File: src/rtl/dmem_arbiter.sv
// Data-memory arbiter: the CPU has fixed priority, and a starvation counter forces an auxiliary grant.
// Read data from the 1-cycle BRAM is steered back to the port that issued the read.
//
// state  | meaning
// NORMAL | CPU wins whenever active; aux served only when the CPU is idle
// FORCE  | CPU stalled for one cycle, aux port owns the memory
module dmem_arbiter #(
    parameter int unsigned STARVE_LIMIT = 8
) (
    input  logic        clk_i,
    input  logic        reset_n_i,
    input  logic [31:0] cpu_addr_i,
    input  logic        cpu_read_enable_i,
    input  logic [31:0] cpu_write_data_i,
    input  logic [3:0]  cpu_write_mask_i,
    output logic        cpu_stall_o,
    output logic [31:0] cpu_read_data_o,
    input  logic        aux_req_i,
    input  logic [31:0] aux_addr_i,
    input  logic        aux_we_i,
    input  logic [31:0] aux_write_data_i,
    input  logic [3:0]  aux_write_mask_i,
    output logic        aux_gnt_o,
    output logic        aux_rvalid_o,
    output logic [31:0] aux_read_data_o,
    output logic [31:0] dmem_addr_o,
    output logic        dmem_read_enable_o,
    output logic [31:0] dmem_write_data_o,
    output logic [3:0]  dmem_write_mask_o,
    input  logic [31:0] dmem_read_data_i
);

    typedef enum logic {NORMAL, FORCE} state_t;
    typedef enum logic [1:0] {OWN_NONE, OWN_CPU, OWN_AUX} owner_t;

    localparam logic [7:0] LIMIT = 8'(STARVE_LIMIT);

    state_t      state_q;
    owner_t      owner_q;
    owner_t      owner_d;
    logic [7:0]  starve_cnt_q;
    logic [7:0]  starve_cnt_inc;
    logic        cpu_active;
    logic        sel_cpu;
    logic        sel_aux;
    logic [31:0] addr_sel;

    assign cpu_active     = cpu_read_enable_i | (|cpu_write_mask_i);
    assign starve_cnt_inc = starve_cnt_q + 8'd1;

    // Selection is gated by reset so nothing reaches the BRAM while reset is held.
    always_comb begin
        sel_cpu = 1'b0;
        sel_aux = 1'b0;
        if (reset_n_i) begin
            if (state_q == FORCE) begin
                sel_aux = aux_req_i;
            end else begin
                sel_cpu = cpu_active;
                sel_aux = ~cpu_active & aux_req_i;
            end
        end
    end

    assign addr_sel           = sel_aux ? aux_addr_i : cpu_addr_i;
    assign dmem_addr_o        = addr_sel & ~32'h3;
    assign dmem_write_data_o  = sel_aux ? aux_write_data_i : cpu_write_data_i;
    assign dmem_read_enable_o = (sel_cpu & cpu_read_enable_i) | (sel_aux & ~aux_we_i);
    assign dmem_write_mask_o  = sel_cpu ? cpu_write_mask_i :
                                (sel_aux & aux_we_i) ? aux_write_mask_i : 4'b0000;

    assign aux_gnt_o   = sel_aux;
    assign cpu_stall_o = (state_q == FORCE);

    always_comb begin
        owner_d = OWN_NONE;
        if (sel_cpu & cpu_read_enable_i) begin
            owner_d = OWN_CPU;
        end else if (sel_aux & ~aux_we_i) begin
            owner_d = OWN_AUX;
        end
    end

    always_ff @(posedge clk_i or negedge reset_n_i) begin
        if (!reset_n_i) begin
            state_q      <= NORMAL;
            starve_cnt_q <= 8'd0;
            owner_q      <= OWN_NONE;
        end else begin
            owner_q <= owner_d;
            case (state_q)
                NORMAL: begin
                    if (sel_aux || !aux_req_i) begin
                        starve_cnt_q <= 8'd0;
                    end else if (cpu_active) begin
                        starve_cnt_q <= starve_cnt_inc;
                        if (starve_cnt_inc == LIMIT) begin
                            state_q <= FORCE;
                        end
                    end
                end
                FORCE: begin
                    state_q      <= NORMAL;
                    starve_cnt_q <= 8'd0;
                end
                default: begin
                    state_q      <= NORMAL;
                    starve_cnt_q <= 8'd0;
                end
            endcase
        end
    end

    assign aux_rvalid_o    = (owner_q == OWN_AUX);
    assign aux_read_data_o = dmem_read_data_i;
    assign cpu_read_data_o = dmem_read_data_i;

endmodule

File: config.mk
export PLATFORM = sky130hd
export DESIGN_NAME = dmem_arbiter
export DESIGN_NICKNAME = d
export VERILOG_FILES = /design/src/rtl/dmem_arbiter.sv
export SDC_FILE = /design/constraint.sdc
export NUM_CORES = 1
export LEC_CHECK = 0
export ABC_AREA = 1
export CORE_AREA = 2 2 120 122
export CTS_BUF_LIST = sky130_fd_sc_hd__clkbuf_8 sky130_fd_sc_hd__clkbuf_16
export DETAILED_ROUTE_END_ITERATION = 6
export DIE_AREA = 0 0 122 124
export HOLD_SLACK_MARGIN = 0.08
export PLACE_DENSITY_LB_ADDON = 0.25
export SYNTH_ARGS = -nofsm -noshare
export SYNTH_HDL_FRONTEND = slang
export SYNTH_SLANG_ARGS = --single-unit
File: constraint.sdc
create_clock -name clk_i -period 1 [get_ports clk_i]
set_input_delay 0.15 -clock clk_i [delete_from_list [all_inputs] [get_ports clk_i]]
set_output_delay 0.15 -clock clk_i [all_outputs]
set_load 0.01 [all_outputs]
* Yosys cells after proc, flatten, opt, wreduce, memory -nomap -nowiden
Index checks and enable logic that the tools add are counted.
Cells by class: add/subtract/negate cells 1, $mul 0, div/mod/pow operators 0, $lt $le $gt $ge 0, equal/unequal tests 3, shift-type cells 0, mux-type cells 17, bitwise gates (word level) 9, reduce and logical (&&, ||, !) cells 3
Operators by type and width (count):
- 2-to-1 mux 32 bit | 2
- 2-to-1 mux 8 bit | 2
- case mux 8 bit (2 select lines) | 1
- adder 8 x 1 -> 8 bit (second input constant) | 1
- equality test 8 x 4 -> 1 bit (second input constant) | 1
- 2-to-1 mux 4 bit | 2
- 2-to-1 mux 1 bit | 7
- AND 1 bit | 4
- 2-to-1 mux 2 bit | 2
- OR reduction 4 bit | 1
- inequality test 3 bit (second input constant) | 1
- NOT 1 bit | 3
- equality test 2 bit (second input constant) | 1
- bitwise OR 1 bit | 2
- case mux 1 bit (2 select lines) | 1
- zero test 1 bit | 1
- logical OR 1 bit | 1
Storage, ports and cells: register bits after elaboration 11, latch bits 0, RAM bits 0, ROM bits 0, input bits 173, output and inout port bits 136, word-level logic and storage cells 36, memories 0

* Longest topological paths before layout
depth after elaboration 9, depth in mapped cells 8, depth with buffers taken out 8

* Worst setup path before layout
OpenSTA, ideal clock, no wires.
path type register -> output, start point reg state_q (netlist: cpu_stall_o), end point out dmem_addr_o[10], data arrival time 1056 ps, required time 850 ps, slack -206 ps, cell stages (with the launch flop) 8, buffers on the path 2, cell sequence dfrtp_1 > inv_1 > nand2_1 > nand2_2 > buf_6 > buf_6 > nand2_1 > nand2_1
On the way: cells in the longest elaborated chain, start to end 3
Ends and longest elaborated chain:
- start, declared | line 38 | state_t state_q;
- start signal, assigned | line 86 | state_q <= NORMAL;
- start signal, assigned | line 98 | state_q <= FORCE;
- start signal, assigned | line 103 | state_q <= NORMAL;
- 2-to-1 mux 1 bit | line 56 | if (state_q == FORCE) begin
- 2-to-1 mux 1 bit | line 55 | if (reset_n_i) begin
- 2-to-1 mux 32 bit | line 65 | assign addr_sel = sel_aux ? aux_addr_i : cpu_addr_i;
- end, declared | line 26 | output logic [31:0] dmem_addr_o,
No other way between the ends.

* Worst setup path in the final report
start point reg state_q (netlist: cpu_stall_o), end point out dmem_write_mask_o[2]
On the way: cells in the longest elaborated chain, start to end 5, elaborated cells between the ends (all ways) 7, classes of those cells 6 x mux; 1 x bitwise
Ends and longest elaborated chain:
- 2-to-1 mux 1 bit | line 56
- 2-to-1 mux 1 bit | line 55
- AND 1 bit | line 70 | (sel_aux & aux_we_i) ? aux_write_mask_i : 4'b0000;
- 2-to-1 mux 4 bit | line 70
- 2-to-1 mux 4 bit * | line 69 | assign dmem_write_mask_o = sel_cpu ? cpu_write_mask_i :
- end, declared | line 29 | output logic [3:0] dmem_write_mask_o,
Mark *: on every way between the ends. The rest lies on a longest branch, timed or not.

==> impl_metrics.csv <==
group,metric,value,unit
worst_setup_path,r2r-end,"owner_q[1]",
timing,fin_worst_skew,0.00501,ns
die,die_width,122,um
synth,async_flop_share,100,%
power_and_ir_drop,ir_drop,0.000676,V
run_status,status,"finished, violations left",
worst_setup_path,rrSetupSlack,-0.25,ns
synth,synth_cell_types,19,
synth,synth_ff_type,"dfrtp_1",
timing,setup_violations,80,
synth,synth.most_common_cell,"nand2_1",
place,portBuffers,206,
synth,yosysSeqAreaShare,13.8,%
timing,rsz0062_at_grt,"yes",
detailed_routing,drt_pass1_iterations,4,
clock_network,cts_made_buffers,3,
timing,whs,0.0518,ns
die,io_pins,309,
worst_setup_path,reg2reg_from,"cpu_stall_o",
die,rows,43,
clock_network,cts-root-buf,"clkbuf_16",
cells_and_area,num-nets-final,719,
synth,syn-instance-count,366,
timing,worst_slack,-0.656,ns
detailed_routing,drt-total-wl,12200,um
cells_and_area,final.fill_count,1455,
power_and_ir_drop,powerDensity,535,mW/mm^2
cells_and_area,final_util,35.4,%
detailed_routing,vias,2811,
die,core,0.0137,mm^2
worst_setup_path,cp.required,0.85,ns
synth,synth_top_area_share,41.2,%
clock_network,cts_tree,"built",
synth,synth.cell_area,0.00200,mm^2
cells_and_area,n_antenna_cell,0,
synth,synth_edf_count,0,
global_routing,grt_max_degree,22,
clock_network,cts_buffer_depth,2,
timing,setup_tns,-39.91,ns
worst_setup_path,path_class,"reg2out",
worst_setup_path,cp_max_fo,6,
power_and_ir_drop,leakage,2.29,nW
synth,syn_area_per_cell,5.45,um^2
detailed_routing,postRouteAntennaNets,0,
timing,finalCriticalPeriod,1.66,ns
run_status,violations,"negative setup slack",
timing,hold_viol_final,0,
min_path,worstHoldPathType,"in2async",
cells_and_area,drive_gt1_share,47.8,%
global_routing,antenna_found_initial,0,
clock_network,clock-sinks,11,
die,design.die.area,0.0151,mm^2
worst_setup_path,endpoint_kind,"output port",
timing,fin_crit_sh,166,%
place,gp_congestion,0.764,
global_routing,grt_usage,14.4,%
die,die_h,124,um
synth,ys.warnings.count,0,
timing,clock.fmax,0.604,GHz
global_routing,grt_pass1_wl,16500,um
place,post-dp-hpwl,9320,um
power_and_ir_drop,total_power,0.00260,W
detailed_routing,routed_via_density,3.88,
synth,ys_top_cells_by_area,"nand2_1 (41%), buf_4 (27%), dfrtp_1 (14%)",
worst_setup_path,crit_path_start_kind,"register",
clock_network,insertion_delay,0.24,ns
flow_run,maxCapViolations,0,
detailed_routing,drt-initial-drc-count,72,
synth,synth-seq-cells,11,
clock_network,htreeDepth,1,
detailed_routing,wl_per_cell,16.8,um
worst_setup_path,r2r_cells,8,
synth,yosysTopAreaCell,"nand2_1",
worst_setup_path,worstPathArrival,1.51,ns
global_routing,gr-total-overflow,0,
cells_and_area,syn2layout_area_growth,143,%
timing,slew_violations,0,
detailed_routing,drc,0,
synth,netlist_top_cells_count,"nand2_1 (219), buf_4 (72), inv_1 (13), nand3_1 (13), nor2_1 (12)",
die,start_util,14.5,%
clock_network,cts.clk_slew.worst_paths,0.04,ns
global_routing,grt_pass1_vias,2873,
-- what timing repair did --
item,in CTS,in global routing
hold endpoints to repair,11,0
cloned,6,1
resized for setup,411,64
pin swaps,20,18
setup buffers,14,8
setup endpoints to repair,81,81
-- placed cells by master, fill, tap and decap left out, drive strengths merged --
cell type	n
nand2	220
clkdlybuf4s50	129
buf	118
inv	14
nand3	13
nor2	13
dfrtp	11
o21ai	7
clkbuf	5
nand3b	2
o21bai	2
conb	2
dlygate4sd2	2
nand4	1
xor2	1
xnor2	1
clkinvlp	1
ha	1
clkdlybuf4s15	1
-- worst max-delay path by stage --
stage                        startpoint                    to  slack (ns)  cells after the start
floorplan                   cpu_stall_o       dmem_addr_o[10]       -0.17                      7
global route                cpu_stall_o  dmem_write_mask_o[0]       -0.70                      9
detailed placement  cpu_write_mask_i[1]  dmem_write_mask_o[1]       -1.40                     10
finish                      cpu_stall_o  dmem_write_mask_o[2]       -0.66                      9
global placement    cpu_write_mask_i[1]  dmem_write_mask_o[1]       -1.42                     10
CTS                         cpu_stall_o        dmem_addr_o[7]       -0.69                      9
-- cell families after synthesis --
family | synth area share, %
AND/OR/NAND/NOR | 48.7
flip-flops | 13.8
other | 0.188
XOR/XNOR | 0.878
adder cells (fa/ha/maj) | 0.627
AO/OA/AOI/OAI | 2.51
buffers and inverters | 33.4
-- through the flow --
step                      setup slack [ns]  cell area, um^2  cells
after CTS                           -0.686             4610    722
after detailed placement             -1.40             4110    700
after global placement               -1.42             4110    700
after global routing                -0.702             4860    724
final                               -0.656             4860    724
after floorplan                     -0.170             2190    367
-- metal layers --
| metal | track usage (%) | share of wire [%] |
|---|---|---|
| met1 | 16.5 | 37 |
| met3 | 4.26 | 9.1 |
| met2 | 27.1 | 53 |
| met5 | 0 | 0 |
| met4 | 1.44 | 0.34 |
-- worst max-delay path, stage by stage, from the launching register on --
cell and delay (ns):
dfrtp_1 0.35, inv_2 0.06, nand2_4 0.10, nand2_8 0.08
buf_12 0.15, nor2_4 0.12, buf_6 0.14, nand2_4 0.05
nand2_4 0.10, buf_6 0.12
-- area by class of cell --
class                   instances  area, um^2  share of cell area, %
well taps                     180         225                   4.64
clock inverters                 1        3.75                 0.0773
inverters                      14        63.8                   1.31
clock buffers                   3        75.1                   1.55
flip-flops and latches         11         278                   5.72
repair buffers                252        2650                   54.6
multi-input cells             263        1560                   32.1
-- sequential cells by signal, summed over array words and instances (netlist names) --
register,cells
cpu_stall_o,1
owner_q,2
starve_cnt_q,8
-- report_power, final --
part | total [W] | internal (W) | switching, W
Combinational | 0.00141 | 0.000894 | 0.000516
Clock | 0.000708 | 0.000524 | 0.000184
Sequential | 0.000478 | 0.000461 | 0.0000168
No activity file was read; power rests on OpenSTA's default activity.
